<file path="config.mk">
export PLATFORM = sky130hd
export DESIGN_NAME = pipe_stage_reg
export DESIGN_NICKNAME = d
export VERILOG_FILES = /design/src/rtl/pipe_stage_reg.sv
export SDC_FILE = /design/constraint.sdc
export NUM_CORES = 1
export LEC_CHECK = 0
export ABC_AREA = 1
export BUFFER_PORTS_ARGS = -buffer_cell sky130_fd_sc_hd__buf_4
export CAP_MARGIN = 20
export CORE_UTILIZATION = 44
export CTS_CLUSTER_DIAMETER = 60
export DETAILED_ROUTE_END_ITERATION = 16
export PLACE_DENSITY_LB_ADDON = 0.3
export REMOVE_ABC_BUFFERS = 1
export SKIP_CTS_REPAIR_TIMING = 1
export SYNTH_ARGS = -nofsm -noshare
export SYNTH_HDL_FRONTEND = slang
export SYNTH_SLANG_ARGS = --single-unit
</file>
<file path="constraint.sdc">
create_clock -name clk -period 1.5 [get_ports clk]
set_input_delay 0 -clock clk [delete_from_list [all_inputs] [get_ports clk]]
set_output_delay 0 -clock clk [all_outputs]
set_load 0.05 [all_outputs]
</file>
<file path="src/rtl/pipe_stage_reg.sv">
// Inter-stage pipeline register: PC/BD/exception/valid/payload bundle with
// stall-hold, bubble insertion, exception flush and saturating event counters.
module pipe_stage_reg #(
  parameter int unsigned        DATA_W     = 64,
  parameter int unsigned        PC_W       = 32,
  parameter int unsigned        EXC_W      = 5,
  parameter logic [PC_W-1:0]    RESET_PC   = 32'h0000_3000,
  parameter logic [PC_W-1:0]    HANDLER_PC = 32'h0000_4180,
  parameter int unsigned        CNT_W      = 16
) (
  input  logic              clk,
  input  logic              reset,
  input  logic              stall,
  input  logic              bubble,
  input  logic              exc_flush,
  input  logic              valid_in,
  input  logic [PC_W-1:0]   PC_in,
  input  logic              BD_in,
  input  logic [EXC_W-1:0]  exc_in,
  input  logic [DATA_W-1:0] data_in,
  output logic              valid_out,
  output logic [PC_W-1:0]   PC_out,
  output logic              BD_out,
  output logic [EXC_W-1:0]  exc_out,
  output logic [DATA_W-1:0] data_out,
  input  logic              cnt_clr,
  output logic [CNT_W-1:0]  inst_cnt,
  output logic [CNT_W-1:0]  bubble_cnt,
  output logic [CNT_W-1:0]  stall_cnt
);

  function automatic logic [CNT_W-1:0] sat_inc(input logic [CNT_W-1:0] v);
    return (v == '1) ? v : v + 1'b1;
  endfunction

  always_ff @(posedge clk) begin
    if (reset) begin
      valid_out <= 1'b0;
      PC_out    <= RESET_PC;
      BD_out    <= 1'b0;
      exc_out   <= '0;
      data_out  <= '0;
    end else if (exc_flush) begin
      valid_out <= 1'b0;
      PC_out    <= HANDLER_PC;
      BD_out    <= 1'b0;
      exc_out   <= '0;
      data_out  <= '0;
    end else if (!stall) begin
      // A bubble still tracks PC/BD so CP0 sees a sensible EPC for the slot.
      PC_out <= PC_in;
      BD_out <= BD_in;
      if (bubble) begin
        valid_out <= 1'b0;
        exc_out   <= '0;
        data_out  <= '0;
      end else begin
        valid_out <= valid_in;
        exc_out   <= exc_in;
        data_out  <= data_in;
      end
    end
  end

  always_ff @(posedge clk) begin
    if (reset || cnt_clr) begin
      inst_cnt   <= '0;
      bubble_cnt <= '0;
      stall_cnt  <= '0;
    end else if (exc_flush) begin
      bubble_cnt <= sat_inc(bubble_cnt);
    end else if (stall) begin
      stall_cnt <= sat_inc(stall_cnt);
    end else if (bubble) begin
      bubble_cnt <= sat_inc(bubble_cnt);
    end else if (valid_in) begin
      inst_cnt <= sat_inc(inst_cnt);
    end
  end

endmodule

</file>
# Yosys cells after proc, flatten, opt, wreduce, memory -nomap -nowiden
# Cells that the tools add are included.
[totals] out_inout_bits=151 register_bits=151
[classes] addsub=3 n_mux=9 bitwise=5 eq_ne=4 n_reduce_logical=6
[op_table] op="16-bit two-way mux" count=4
[op_table] op="64-bit two-way mux" count=1
[op_table] op="16-bit by 1-bit adder with 16-bit output, second input constant" count=3
[op_table] op="16-bit equality test, second input constant" count=3
[op_table] op="15-bit two-way mux" count=2
[op_table] op="5-bit two-way mux" count=1
[op_table] op="1-bit inverter" count=5
[op_table] op="5-bit AND reduction" count=1
[op_table] op="3-bit AND reduction" count=1
[op_table] op="2-bit by 1-bit inequality test with 1-bit output, second input constant" count=1
[op_table] op="2-bit AND reduction" count=1
[op_table] op="2-bit nonzero test" count=1
[op_table] op="2-bit OR reduction" count=1
[op_table] op="1-bit logical OR" count=1
[op_table] op="1-bit two-way mux" count=1

# Longest topological paths before layout
[logic_depth] ltp_word=5 mapped_depth=11 ltp_nobuf=10

# Worst setup path after synthesis
# OpenSTA, ideal clock, no wires.
[synth_timing] kind="flip-flop to flip-flop" start="register inst_cnt[0]" end="register inst_cnt[1]" path_slack_ns=-0.472 setup_time_ns=0.116 path_stages_with_launch=10 arrival_ns=1.856 required_time_ns=1.384 period_less_slack_ns=1.972 cell_sequence="dfxtp_1 > ha_1 > inv_1 > nor2_4 > nand2_2 > o21ai_4 > inv_2 > buf_6 > nor2_1 > nor2_1"
[synth_via] elab_chain_cells=3 word_cells_on_any_way=4 cone_classes="add/sub: 1; eq/ne: 1; bitwise: 1; reduce/logical: 1"
[synth_rtl] element="start: declaration" line_no="27" text="output logic [CNT_W-1:0] inst_cnt,"
[synth_rtl] element="start signal: assignment" line_no="77" text="inst_cnt <= sat_inc(inst_cnt);"
[synth_rtl] element="branches (longest 3 deep; another with 16-bit by 1-bit adder with 16-bit output)"
# Several ways; the timed one is not identified.
# A chain may end at the register's enable or synchronous reset.

# Worst setup path in the final report
[layout_timing] start="register stall_cnt[1]" end="register stall_cnt[10]"
[layout_via] elab_chain_cells=3 word_cells_on_any_way=4 cone_classes="add/sub: 1; eq/ne: 1; bitwise: 1; reduce/logical: 1"
[layout_rtl] element="start: declaration" line_no="29" text="output logic [CNT_W-1:0] stall_cnt"
[layout_rtl] element="start signal: assignment" line_no="73" text="stall_cnt <= sat_inc(stall_cnt);"
[layout_rtl] element="branches (longest 3 deep; another with 16-bit by 1-bit adder with 16-bit output)"
# Several ways; the timed one is not identified.

==> results.sh <==
export IMPL_worstSkewPairLatency_ns=0.42
export IMPL_die_w_um=123
export IMPL_via_per_inst=5.12
export IMPL_place_congestion=0.860
export IMPL_wl_um=24000
export IMPL_antenna_found_initial=2
export IMPL_htreeDepth=4
export IMPL_yosysSeqAreaShare_pct=47.0
export IMPL_reg2reg_depth=10
export IMPL_cts_root_buf="clkbuf_16"
export IMPL_synth_edf_count=0
export IMPL_dieHeight_um=123
export IMPL_final_nets=1451
export IMPL_initial_core_util_pct=45.6
export IMPL_max_vdd_ir_drop_uv=1150
export IMPL_worst_slack_ns=-0.0567
export IMPL_r2r_slack_ns=-0.06
export IMPL_worst_pin_slew_ns=0.437
export IMPL_clkTransAtPathRegs_ns=0.06
export IMPL_syn_area_um2=6430
export IMPL_synth_seq_cells=151
export IMPL_synthTopCellsByCount="nand2_1, dfxtp_1, a21oi_1"
export IMPL_drv_slew=0
export IMPL_synthFlopType="dfxtp_1"
export IMPL_drt_met1_wl_um=9300
export IMPL_hold_end="inst_cnt[8]$_SDFFE_PP0P_"
export IMPL_grt_max_degree=97
export IMPL_core_area_um2=14100
export IMPL_hold_path_class="input port to flop"
export IMPL_grt_pass1_wl_um=30200
export IMPL_cp_max_fo=7
export IMPL_fill_cells=962
export IMPL_ios=260
export IMPL_switching_share_pct=26.5
export IMPL_whs_ns=0.0603
export IMPL_route_detailed_drc=0
export IMPL_top_layer_used="met4"
export IMPL_net_switching_power_mw=2.60
export IMPL_grt_pass1_vias=6337
export IMPL_synth_area_leader_cell="dfxtp_1"
export IMPL_yosys_top_cells_area="dfxtp_1, nand2_1, a21oi_1"
export IMPL_finalCriticalPeriod_ns=1.56
export IMPL_ant_nets=0
export IMPL_relSlewSlack_pct=70.8
export IMPL_cts_tree="built"
export IMPL_portBuffers=259
export IMPL_synthDistinctLibCells=26
export IMPL_violations="negative setup slack"
export IMPL_reg2reg_from="stall_cnt[1]$_SDFFE_PP0P_"
export IMPL_max_freq_ghz=0.642
export IMPL_tns_ns=-0.0714
export IMPL_syn_avg_cell_area_um2=6.92
export IMPL_p_int_mw=7.21
export IMPL_area_growth_pct=68.2
export IMPL_combPwrFrac_pct=13.6
export IMPL_status="finished, violations left"
export IMPL_required_ns=1.86
export IMPL_hold_path_startpoint="exc_flush"
export IMPL_wl_met2_um=12200
export IMPL_wl_per_cell_um=15.6
export IMPL_first_iter_violations=695
export IMPL_clock_path_buffers=2
export IMPL_finClkSkew_ns=0.0126
export IMPL_arrival_ns=1.92
export IMPL_dr_wl_met3_um=1660
export IMPL_synthCells=930
export IMPL_gr_usage_all_layers_pct=25.8
export IMPL_clkPwrFrac_pct=44.1
export IMPL_std_cell_rows=43
export IMPL_drv_cap=0
export IMPL_worstSetupPathType="flop to flop"
export IMPL_p_leak_nw=4.67
export IMPL_yosys_warnings=0
export IMPL_drive_gt1_share_pct=29.2
export IMPL_synth_top_area_share_pct=47.0
export IMPL_min_path_cells=5
export IMPL_rsz0062_at_grt="yes"
export IMPL_setup_viol=3
export IMPL_async_flop_share_pct=0
export IMPL_cts_buffers=17
export IMPL_die_area_um2=15100
export IMPL_fin_crit_sh_pct=104
export IMPL_powerDensity_nw_per_um2=907
export IMPL_synth_most_common_cell="nand2_1"
export IMPL_p_seq_share_pct=42.3
export IMPL_startpoint_type="flop"
export IMPL_end_kind="flop"
export IMPL_dp_hpwl_um=13800
export IMPL_dr_total_vias=7852
export IMPL_drtPass1Iterations=5
export IMPL_r2r_end="stall_cnt[10]$_SDFFE_PP0P_"
export IMPL_grt_overflow=0
export IMPL_cts_sinks=151
export IMPL_finalHoldViolCount=0
==> stage by stage <==
stage / util [%] / instances / total power [mW] / setup WS, ns / area [µm²]
after floorplan: - / 885 / 4.73 / -0.551 / 6200
after global placement: 63.1 / 1383 / 5.26 / -0.0426 / 8900
after detailed placement: 63.1 / 1383 / 5.27 / -0.0575 / 8900
after CTS: 67.3 / 1415 / 9.52 / -0.0771 / 9490
after global routing: 76.7 / 1534 / 10.1 / -0.128 / 10800
final: 76.7 / 1534 / 9.81 / -0.0567 / 10800
==> worst max-delay path, cell delays in order (launching register included) <==
cell and delay, ns:
dfxtp_2 0.35, ha_4 0.16, nand2_4 0.06, nor2_4 0.14, nand2_2 0.10, nor2_4 0.16
nand2_4 0.09, buf_12 0.15, nand4_1 0.08, nand2_1 0.10, nor2_1 0.12
==> placed cells by master (no fill, tap or decap), types with 2 or more instances in the layout <==
master	n
nand2_1	368
buf_4	312
dfxtp_1	142
a21oi_1	122
dlygate4sd3_1	113
nor2_1	83
inv_1	50
nand3_1	32
clkbuf_16	18
o21ai_0	12
nand4_1	10
dfxtp_2	9
nor2_2	8
nor2_4	7
xor2_1	7
buf_12	6
nand2_2	5
nor3_1	5
inv_6	5
nand2_4	4
xnor2_1	4
clkinvlp_4	3
buf_6	3
diode_2	2
nand3b_1	2
nor3_4	2
a221o_1	2
ha_4	2
bufinv_16	2
clkbuf_1	2
==> power groups by stage <==
stage / clock network [mW] / registers [mW] / logic, mW
floorplan: 0 / 4.50 / 0.232
global placement: 0 / 4.22 / 1.04
detailed placement: 0 / 4.22 / 1.05
CTS: 4.33 / 4.13 / 1.05
global route: 4.54 / 4.15 / 1.41
finish: 4.33 / 4.14 / 1.34
==> kinds of logic (layout without fill, tap and decap cells) <==
logic type	Yosys count	in the layout	synth area share (%)
XOR/XNOR	11	11	1.50
AO/OA/AOI/OAI	139	139	11.1
adder cells (fa/ha/maj)	3	3	0.584
AND/OR/NAND/NOR	530	530	33.3
flip-flops	151	151	47.0
other	0	2	0
buffers and inverters	96	518	6.52
==> final cells by class <==
type / count / area [µm²] / area share [%]
multi-input combinational: 683 / 3120 / 28.8
sequential: 151 / 3030 / 28.1
clock buffer: 20 / 447 / 4.13
timing repair buffer: 435 / 3650 / 33.8
clock inverter: 12 / 140 / 1.30
antenna: 2 / 5.00 / 0.0463
tap: 180 / 225 / 2.08
inverter: 51 / 194 / 1.79
==> state kept, by name (all words and copies together), names as in the netlist <==
name        count
data_out       64
exc_out         5
BD_out          1
stall_cnt      16
inst_cnt       16
PC_out         32
valid_out       1
bubble_cnt     16
==> layer usage <==
layer	global-route usage, %	vias to the layer above
met5	0	-
met4	10.3	0
met3	8.67	65
met2	43.2	363
met1	30.3	3660
li1	-	3764
==> worst max-delay path by stage <==
stage | start | end | slack [ns] | depth (start not counted)
final | stall_cnt[1]$_SDFFE_PP0P_ | stall_cnt[10]$_SDFFE_PP0P_ | -0.06 | 10
after CTS | bubble_cnt[0]$_SDFFE_PP0P_ | bubble_cnt[1]$_SDFFE_PP0P_ | -0.08 | 10
after global placement | bubble_cnt[2]$_SDFFE_PP0P_ | bubble_cnt[15]$_SDFFE_PP0P_ | -0.04 | 7
after floorplan | inst_cnt[0]$_SDFFE_PP0P_ | inst_cnt[13]$_SDFFE_PP0P_ | -0.55 | 8
after global routing | stall_cnt[1]$_SDFFE_PP0P_ | stall_cnt[10]$_SDFFE_PP0P_ | -0.13 | 10
after detailed placement | bubble_cnt[0]$_SDFFE_PP0P_ | bubble_cnt[1]$_SDFFE_PP0P_ | -0.06 | 10
No activity file was read; power rests on OpenSTA's default activity.
